[src/rtl/cs_acc_drain_if.sv]
// Drain-side bundle of the carry-save accumulator column: snapshot request,
// carry-save buses in, and the valid/ready result stream out.
interface cs_acc_drain_if #(
    parameter int ACC_WIDTH = 32,
    parameter int ROWS      = 8,
    parameter int OUT_WIDTH = 16
);
    localparam int ROW_W = (ROWS > 1) ? $clog2(ROWS) : 1;

    logic                      drain_req;
    logic                      drain_ack;
    logic [ROWS*ACC_WIDTH-1:0] cs_sum_in;
    logic [ROWS*ACC_WIDTH-1:0] cs_carry_in;
    logic                      out_valid;
    logic                      out_ready;
    logic [OUT_WIDTH-1:0]      out_data;
    logic [ROW_W-1:0]          out_row;
    logic                      out_last;
    logic                      out_sat;
    logic                      busy;

    // master: the array/writeback side that requests drains and accepts beats
    modport master (
        output drain_req, cs_sum_in, cs_carry_in, out_ready,
        input  drain_ack, out_valid, out_data, out_row, out_last, out_sat, busy
    );

    modport slave (
        input  drain_req, cs_sum_in, cs_carry_in, out_ready,
        output drain_ack, out_valid, out_data, out_row, out_last, out_sat, busy
    );
endinterface

[src/rtl/cs_acc_drain.sv]
// Snapshots ROWS carry-save accumulator pairs, resolves each with a CPA,
// rounds to OUT_WIDTH and streams one row per beat over valid/ready.
module cs_acc_drain #(
    parameter int ACC_WIDTH = 32,
    parameter int ROWS      = 8,
    parameter int OUT_WIDTH = 16,
    parameter int SAT_EN    = 1
) (
    input logic            clk,
    input logic            rst,
    cs_acc_drain_if.slave  bus
);
    localparam int PTR_W = $clog2(ROWS);

    typedef enum logic {IDLE, STREAM} state_t;

    state_t               state, state_nxt;
    logic [ACC_WIDTH-1:0] snap_sum   [ROWS];
    logic [ACC_WIDTH-1:0] snap_carry [ROWS];
    logic [PTR_W-1:0]     ptr, ptr_nxt;
    logic [OUT_WIDTH-1:0] data_q, res_data;
    logic                 sat_q, res_sat;
    logic                 capture, advance, transfer, last;
    logic [ACC_WIDTH-1:0] src_sum, src_carry, full;

    assign last     = (ptr == PTR_W'(ROWS - 1));
    assign transfer = (state == STREAM) && bus.out_ready;

    // NOTE: every signal written here gets a default first, so no path can infer a latch.
    always_comb begin
        state_nxt = state;
        capture   = 1'b0;
        advance   = 1'b0;
        unique case (state)
            IDLE: begin
                if (bus.drain_req) begin
                    capture   = 1'b1;
                    state_nxt = STREAM;
                end
            end
            STREAM: begin
                if (transfer) begin
                    if (!last)              advance   = 1'b1;
                    else if (bus.drain_req) capture   = 1'b1;
                    else                    state_nxt = IDLE;
                end
            end
            default: state_nxt = IDLE;
        endcase
    end

    // Row 0 of a fresh snapshot is resolved straight from the input buses so
    // the first beat appears one cycle after the ack.
    always_comb begin
        ptr_nxt = ptr;
        if (capture)      ptr_nxt = '0;
        else if (advance) ptr_nxt = ptr + 1'b1;
    end

    assign src_sum   = capture ? bus.cs_sum_in[ACC_WIDTH-1:0]   : snap_sum[ptr_nxt];
    assign src_carry = capture ? bus.cs_carry_in[ACC_WIDTH-1:0] : snap_carry[ptr_nxt];
    assign full      = src_sum + src_carry;

    generate
        if (SAT_EN != 0 && OUT_WIDTH < ACC_WIDTH) begin : g_sat
            // In range only when every bit above the output sign bit matches it.
            always_comb begin
                res_data = full[OUT_WIDTH-1:0];
                res_sat  = 1'b0;
                if (full[ACC_WIDTH-1:OUT_WIDTH-1] !=
                    {(ACC_WIDTH-OUT_WIDTH+1){full[ACC_WIDTH-1]}}) begin
                    res_sat  = 1'b1;
                    res_data = full[ACC_WIDTH-1] ? {1'b1, {(OUT_WIDTH-1){1'b0}}}
                                                 : {1'b0, {(OUT_WIDTH-1){1'b1}}};
                end
            end
        end else begin : g_trunc
            assign res_data = full[OUT_WIDTH-1:0];
            assign res_sat  = 1'b0;
        end
    endgenerate

    // NOTE: state registers use non-blocking assignments so all flops update together.
    always_ff @(posedge clk or posedge rst) begin
        if (rst) begin
            state  <= IDLE;
            ptr    <= '0;
            data_q <= '0;
            sat_q  <= 1'b0;
        end else begin
            state <= state_nxt;
            if (capture || advance) begin
                ptr    <= ptr_nxt;
                data_q <= res_data;
                sat_q  <= res_sat;
            end
        end
    end

    // NOTE: the snapshot array is reset too, so nothing stale survives a reset.
    always_ff @(posedge clk or posedge rst) begin
        if (rst) begin
            for (int r = 0; r < ROWS; r++) begin
                snap_sum[r]   <= '0;
                snap_carry[r] <= '0;
            end
        end else if (capture) begin
            for (int r = 0; r < ROWS; r++) begin
                snap_sum[r]   <= bus.cs_sum_in[r*ACC_WIDTH +: ACC_WIDTH];
                snap_carry[r] <= bus.cs_carry_in[r*ACC_WIDTH +: ACC_WIDTH];
            end
        end
    end

    assign bus.drain_ack = capture;
    assign bus.out_valid = (state == STREAM);
    assign bus.busy      = (state == STREAM);
    assign bus.out_data  = data_q;
    assign bus.out_sat   = sat_q;
    assign bus.out_row   = ptr;
    assign bus.out_last  = (state == STREAM) && last;

endmodule

[src/flat_wrapper.sv]
// flat-port wrapper written by rule: the top's interface ports become plain ports
module cs_acc_drain_flat 
#(
    parameter int ACC_WIDTH = 32,
    parameter int ROWS      = 8,
    parameter int OUT_WIDTH = 16,
    parameter int SAT_EN    = 1
)
  (clk, rst, bus_drain_req, bus_cs_sum_in, bus_cs_carry_in, bus_out_ready, bus_drain_ack, bus_out_valid, bus_out_data, bus_out_row, bus_out_last, bus_out_sat, bus_busy);
  cs_acc_drain_if #(.ACC_WIDTH(ACC_WIDTH), .ROWS(ROWS), .OUT_WIDTH(OUT_WIDTH)) bus_i ();
  input logic clk;
  input logic rst;
  input wire logic [$bits(bus_i.drain_req)-1:0] bus_drain_req;
  input wire logic [$bits(bus_i.cs_sum_in)-1:0] bus_cs_sum_in;
  input wire logic [$bits(bus_i.cs_carry_in)-1:0] bus_cs_carry_in;
  input wire logic [$bits(bus_i.out_ready)-1:0] bus_out_ready;
  output wire logic [$bits(bus_i.drain_ack)-1:0] bus_drain_ack;
  output wire logic [$bits(bus_i.out_valid)-1:0] bus_out_valid;
  output wire logic [$bits(bus_i.out_data)-1:0] bus_out_data;
  output wire logic [$bits(bus_i.out_row)-1:0] bus_out_row;
  output wire logic [$bits(bus_i.out_last)-1:0] bus_out_last;
  output wire logic [$bits(bus_i.out_sat)-1:0] bus_out_sat;
  output wire logic [$bits(bus_i.busy)-1:0] bus_busy;
  assign bus_i.drain_req = bus_drain_req;
  assign bus_i.cs_sum_in = bus_cs_sum_in;
  assign bus_i.cs_carry_in = bus_cs_carry_in;
  assign bus_i.out_ready = bus_out_ready;
  assign bus_drain_ack = bus_i.drain_ack;
  assign bus_out_valid = bus_i.out_valid;
  assign bus_out_data = bus_i.out_data;
  assign bus_out_row = bus_i.out_row;
  assign bus_out_last = bus_i.out_last;
  assign bus_out_sat = bus_i.out_sat;
  assign bus_busy = bus_i.busy;
  cs_acc_drain #(.ACC_WIDTH(ACC_WIDTH), .ROWS(ROWS), .OUT_WIDTH(OUT_WIDTH), .SAT_EN(SAT_EN)) u_core (.clk(clk), .rst(rst), .bus(bus_i));
endmodule
[config.mk]
export PLATFORM = sky130hd
export DESIGN_NAME = cs_acc_drain_flat
export DESIGN_NICKNAME = d
export VERILOG_FILES = /design/src/rtl/cs_acc_drain_if.sv /design/src/rtl/cs_acc_drain.sv /design/src/flat_wrapper.sv
export SDC_FILE = /design/constraint.sdc
export NUM_CORES = 2
export LEC_CHECK = 0
export ABC_CLOCK_PERIOD_IN_PS = 20400
export BUFFER_PORTS_ARGS = -buffer_cell sky130_fd_sc_hd__buf_2
export CORE_UTILIZATION = 56
export CTS_CLUSTER_SIZE = 8
export DETAILED_ROUTE_END_ITERATION = 7
export PLACE_DENSITY_LB_ADDON = 0.15
export SKIP_CTS_REPAIR_TIMING = 1
export SLEW_MARGIN = 15
export SYNTH_ARGS = -nofsm -noshare
export SYNTH_HDL_FRONTEND = slang
export SYNTH_SLANG_ARGS = --single-unit
[constraint.sdc]
create_clock -name clk -period 20.4 [get_ports clk]
set_clock_uncertainty 0.05 [all_clocks]
set_input_delay 2.04 -clock clk [delete_from_list [all_inputs] [get_ports clk]]
set_output_delay 2.04 -clock clk [all_outputs]
set_load 0.02 [all_outputs]
==> key figures <==
Layout
  – Layout area overhead: 18.2%
  – Nets@finish: 4,464
  – Share of layout cells above drive strength 1: 0.170
  – Cell Count, Final, Fillers Out: 4,540

Drt
  – Remaining antenna violation count: 0
  – Iter 0 DRT Violations: between 2,000 and 3,000
  – Drt first pass iters: 6
  – Via density: approximately 5.6
  – Mean routed wirelength per cell: 18.6 um
  – Aggregate routed wire length: 84,500 um
  – Number of remaining DRC errors: 0
  – Vias: 25,400

STA
  – RSZ-0062 raised after global routing: no
  – Finish-stage setup viols: 0
  – Minimum clock period after layout: 8.38 ns
  – Period utilization: 0.411
  – Slew HR: 0.228
  – Max Fclk: 119 MHz
  – Pins Over Slew Limit: 0
  – Setup TNS: 0 ns
  – Worst hold slack: 0.416 ns
  – Worst-Margin Slew: between 1 and 1.5 ns
  – Hold Vio Cnt, Final: 0

Power
  – PwrDens: 202 nW/um^2
  – Tot Pwr: ~6.3 mW
  – Pleak: 16.9 nW
  – Maximum vdd drop: 0.149 mV

Worst setup path
  – Reg2Reg Depth: 25
  – CP Depth: 24
  – CP max stage cell: buf_4
  – Worst-path cell chain: buf_2 -> and3b_1 -> o21ai_1 -> a21boi_4 -> inv_8 -> buf_4 -> buf_4 -> nand2_1 -> and3_1 -> a311oi_1 -> a31oi_1 -> o21ai_0 -> ha_1 -> a21oi_1 -> o21ai_1 -> a211oi_1 -> a21oi_1 -> nand2_1 -> nand2_1 -> xor2_1 -> o221ai_1 -> or2_0 -> nor3_1 -> a221o_1
  – CP bufs+invs: 4
  – Largest delay contributor family on the critical path: compound AO/OA/AOI/OAI gates
  – Crit Path Max Fanout: 121
  – Worst setup EP type: register
  – CP Class: in -> reg
  – Worst Path Required: roughly 21 ns
  – Worst reg2reg startpoint: u_core.bus.out_row[1]$_DFFE_PP0P_
  – Crit path DAT: 8.82 ns
  – Setup crit start kind: input pin
  – Worst Setup SP: bus_out_ready
  – CP dominant cell by count: nand2_1
  – Worst stage delay on the critical path: 0.75 ns

Clocking
  – Htree depth: 3
  – CTS Buffer Depth: 3
  – # clock sinks: about 530
  – Total CTS buffers: 76
  – Reg clk slew, reported paths: 0.05 ns
  – Clock root buffer master: clkbuf_16
  – CTS tree: done
  – Skew-Pair Late Insertion Delay: roughly 0.61 ns

Yosys
  – Synth async-reset ratio: 1.00
  – Syn avg cell area: 7.55 um^2
  – Leading register cell type out of synthesis: dfrtp_1
  – Synth area leaders: dfrtp_1, nand2_1, clkbuf_1
  – Post-synth top area share: 0.504
  – Synth unique cells: 59
  – Net Count, Synth: just over 4,000
  – Synth warn: 0
  – Register area share after synthesis: 0.504
  – EDFF count, synth: 0
  – Most common library cells after synthesis: nand2_1, dfrtp_1, clkbuf_1, nand3_1, o21ai_0
  – Syn Std Cell Area: 26,500 um^2
  – Most frequent cell after synthesis: nand2_1
  – Yosys reg bits: about 530
  – Most area-hungry cell type in the Yosys netlist: dfrtp_1
  – Cell count after synthesis: 3,505

Floorplanning
  – Die ar.: 48,100 um^2
  – Initial Utilization: 0.568
  – IO Pins: 540
  – Core Rows: 79
  – Die H: around 220 um
  – Core outline area: 46,600 um^2
  – Die width: 219 um

Hold path
  – Worst hold path type: reg -> reg
  – Hold path depth: 2
  – Hold_sp: u_core.snap_sum[72]$_DFFE_PP0P_

Job
  – Max-cap check violation count: 0

Global route
  – Pin count of the biggest net entering global routing: about 200
  – Met3 Use GR: 0.0650
  – Met2 GRT Util: 0.546
  – Number of global-route vias before repair: approximately 24,000
  – Initial antenna violation count: 19
  – First-pass GRT wire length: 129,000 um
  – Overall Global Routing Usage: 0.349
  – Busiest grt layer: met2
  – Total gr overflow: 0
  – GRT met1 Usage: 0.467

Placement
  – DP HPWL: 56,700 um
  – IO buf count: 539
  – Placed Instances: 4,443
  – Placer congestion estimate: 0.897

Status
  – Outcome: complete, no violations
-- kinds of logic after synthesis --
| family | count (synthesis) | synth area share |
|---|---|---|
| adders and majority gates | 34 | 0.0164 |
| and+or+nand+nor | 2341 | 0.348 |
| AOI/OAI and AO/OA | 317 | 0.0819 |
| xor gates and xnor gates | 26 | 0.00889 |
| muxes | 13 | 0.00520 |
| DFF | 533 | 0.504 |
| buffers and inverters | 241 | 0.0352 |
-- worst min-delay path: stages (launching register included) --
cell and delay [ns]:
dfrtp_1 0.33, nand2_1 0.05, nand2_1 0.05
-- registers in the layout, summed over array words and instances, names as in the netlist --
| name | flops |
|---|---|
| u_core.bus.busy | 1 |
| u_core.bus.out_data | 16 |
| u_core.bus.out_row | 3 |
| u_core.bus.out_sat | 1 |
| u_core.snap_carry | 256 |
| u_core.snap_sum | 256 |
-- cells in the final DEF, fill, tap and decap left out, types with 5 or more instances in the layout --
cell type,instances
buf_4,20
xor2_1,12
and3_1,67
xnor2_1,13
a21oi_1,38
o211ai_1,5
ha_1,33
nand2_1,2065
nand3_1,131
a31oi_1,68
diode_2,14
inv_6,5
o21a_1,5
a221o_1,16
o21ai_0,78
nor2_1,37
nor3_1,11
clkbuf_16,76
nand4_1,9
a21o_1,17
a311oi_1,62
mux2i_1,9
buf_2,539
inv_1,6
dfrtp_1,533
-- final timing paths --
path                                                       end  slack, ns
setup / recovery           u_core.bus.out_data[11]$_DFFE_PP0P_      12.02
hold / removal                 u_core.snap_sum[72]$_DFFE_PP0P_       0.42
setup reg to reg           u_core.bus.out_data[11]$_DFFE_PP0P_      12.55
hold reg to reg                u_core.snap_sum[72]$_DFFE_PP0P_       0.42
max in group asynchronous     u_core.snap_sum[106]$_DFFE_PP0P_      15.80
min in group asynchronous    u_core.snap_carry[90]$_DFFE_PP0P_       1.47
-- stage by stage --
stage | instance area, um^2 | setup WS, ns | util
floorplan | 26500 | 3.41 | -
global placement | 29300 | 11.57 | 0.629
detailed placement | 29300 | 11.49 | 0.629
CTS | 31300 | 12.12 | 0.671
global route | 31300 | 11.47 | 0.672
finish | 31300 | 12.02 | 0.672
-- cell type report --
type / instances / area (um^2)
fill: 3984 / 15300
sequential: 533 / 13300
multi-input combinational: 2731 / 12200
timing repair buffer: 562 / 2910
clock buffer: 76 / 1900
tap: 607 / 759
clock inverter: 7 / 65.1
inverter: 10 / 62.6
antenna: 14 / 35.0
-- power by group --
| part | internal (mW) | switching [mW] | total (mW) | leakage (nW) |
|---|---|---|---|---|
| clock network | 0.656 | 0.453 | 1.11 | 0.970 |
| registers | 1.55 | 0.287 | 1.83 | 6.65 |
| logic | 1.22 | 2.16 | 3.38 | 9.23 |
| total | 3.43 | 2.90 | 6.32 | 16.9 |
-- metal layers --
metal  vias to the layer above  routed length (um)
li1                      12000                   -
met1                     12100               34900
met2                      1047               40000
met3                       198                5850
met4                         6                3710
met5                         -                  34
(Power assumes the default switching activity.)
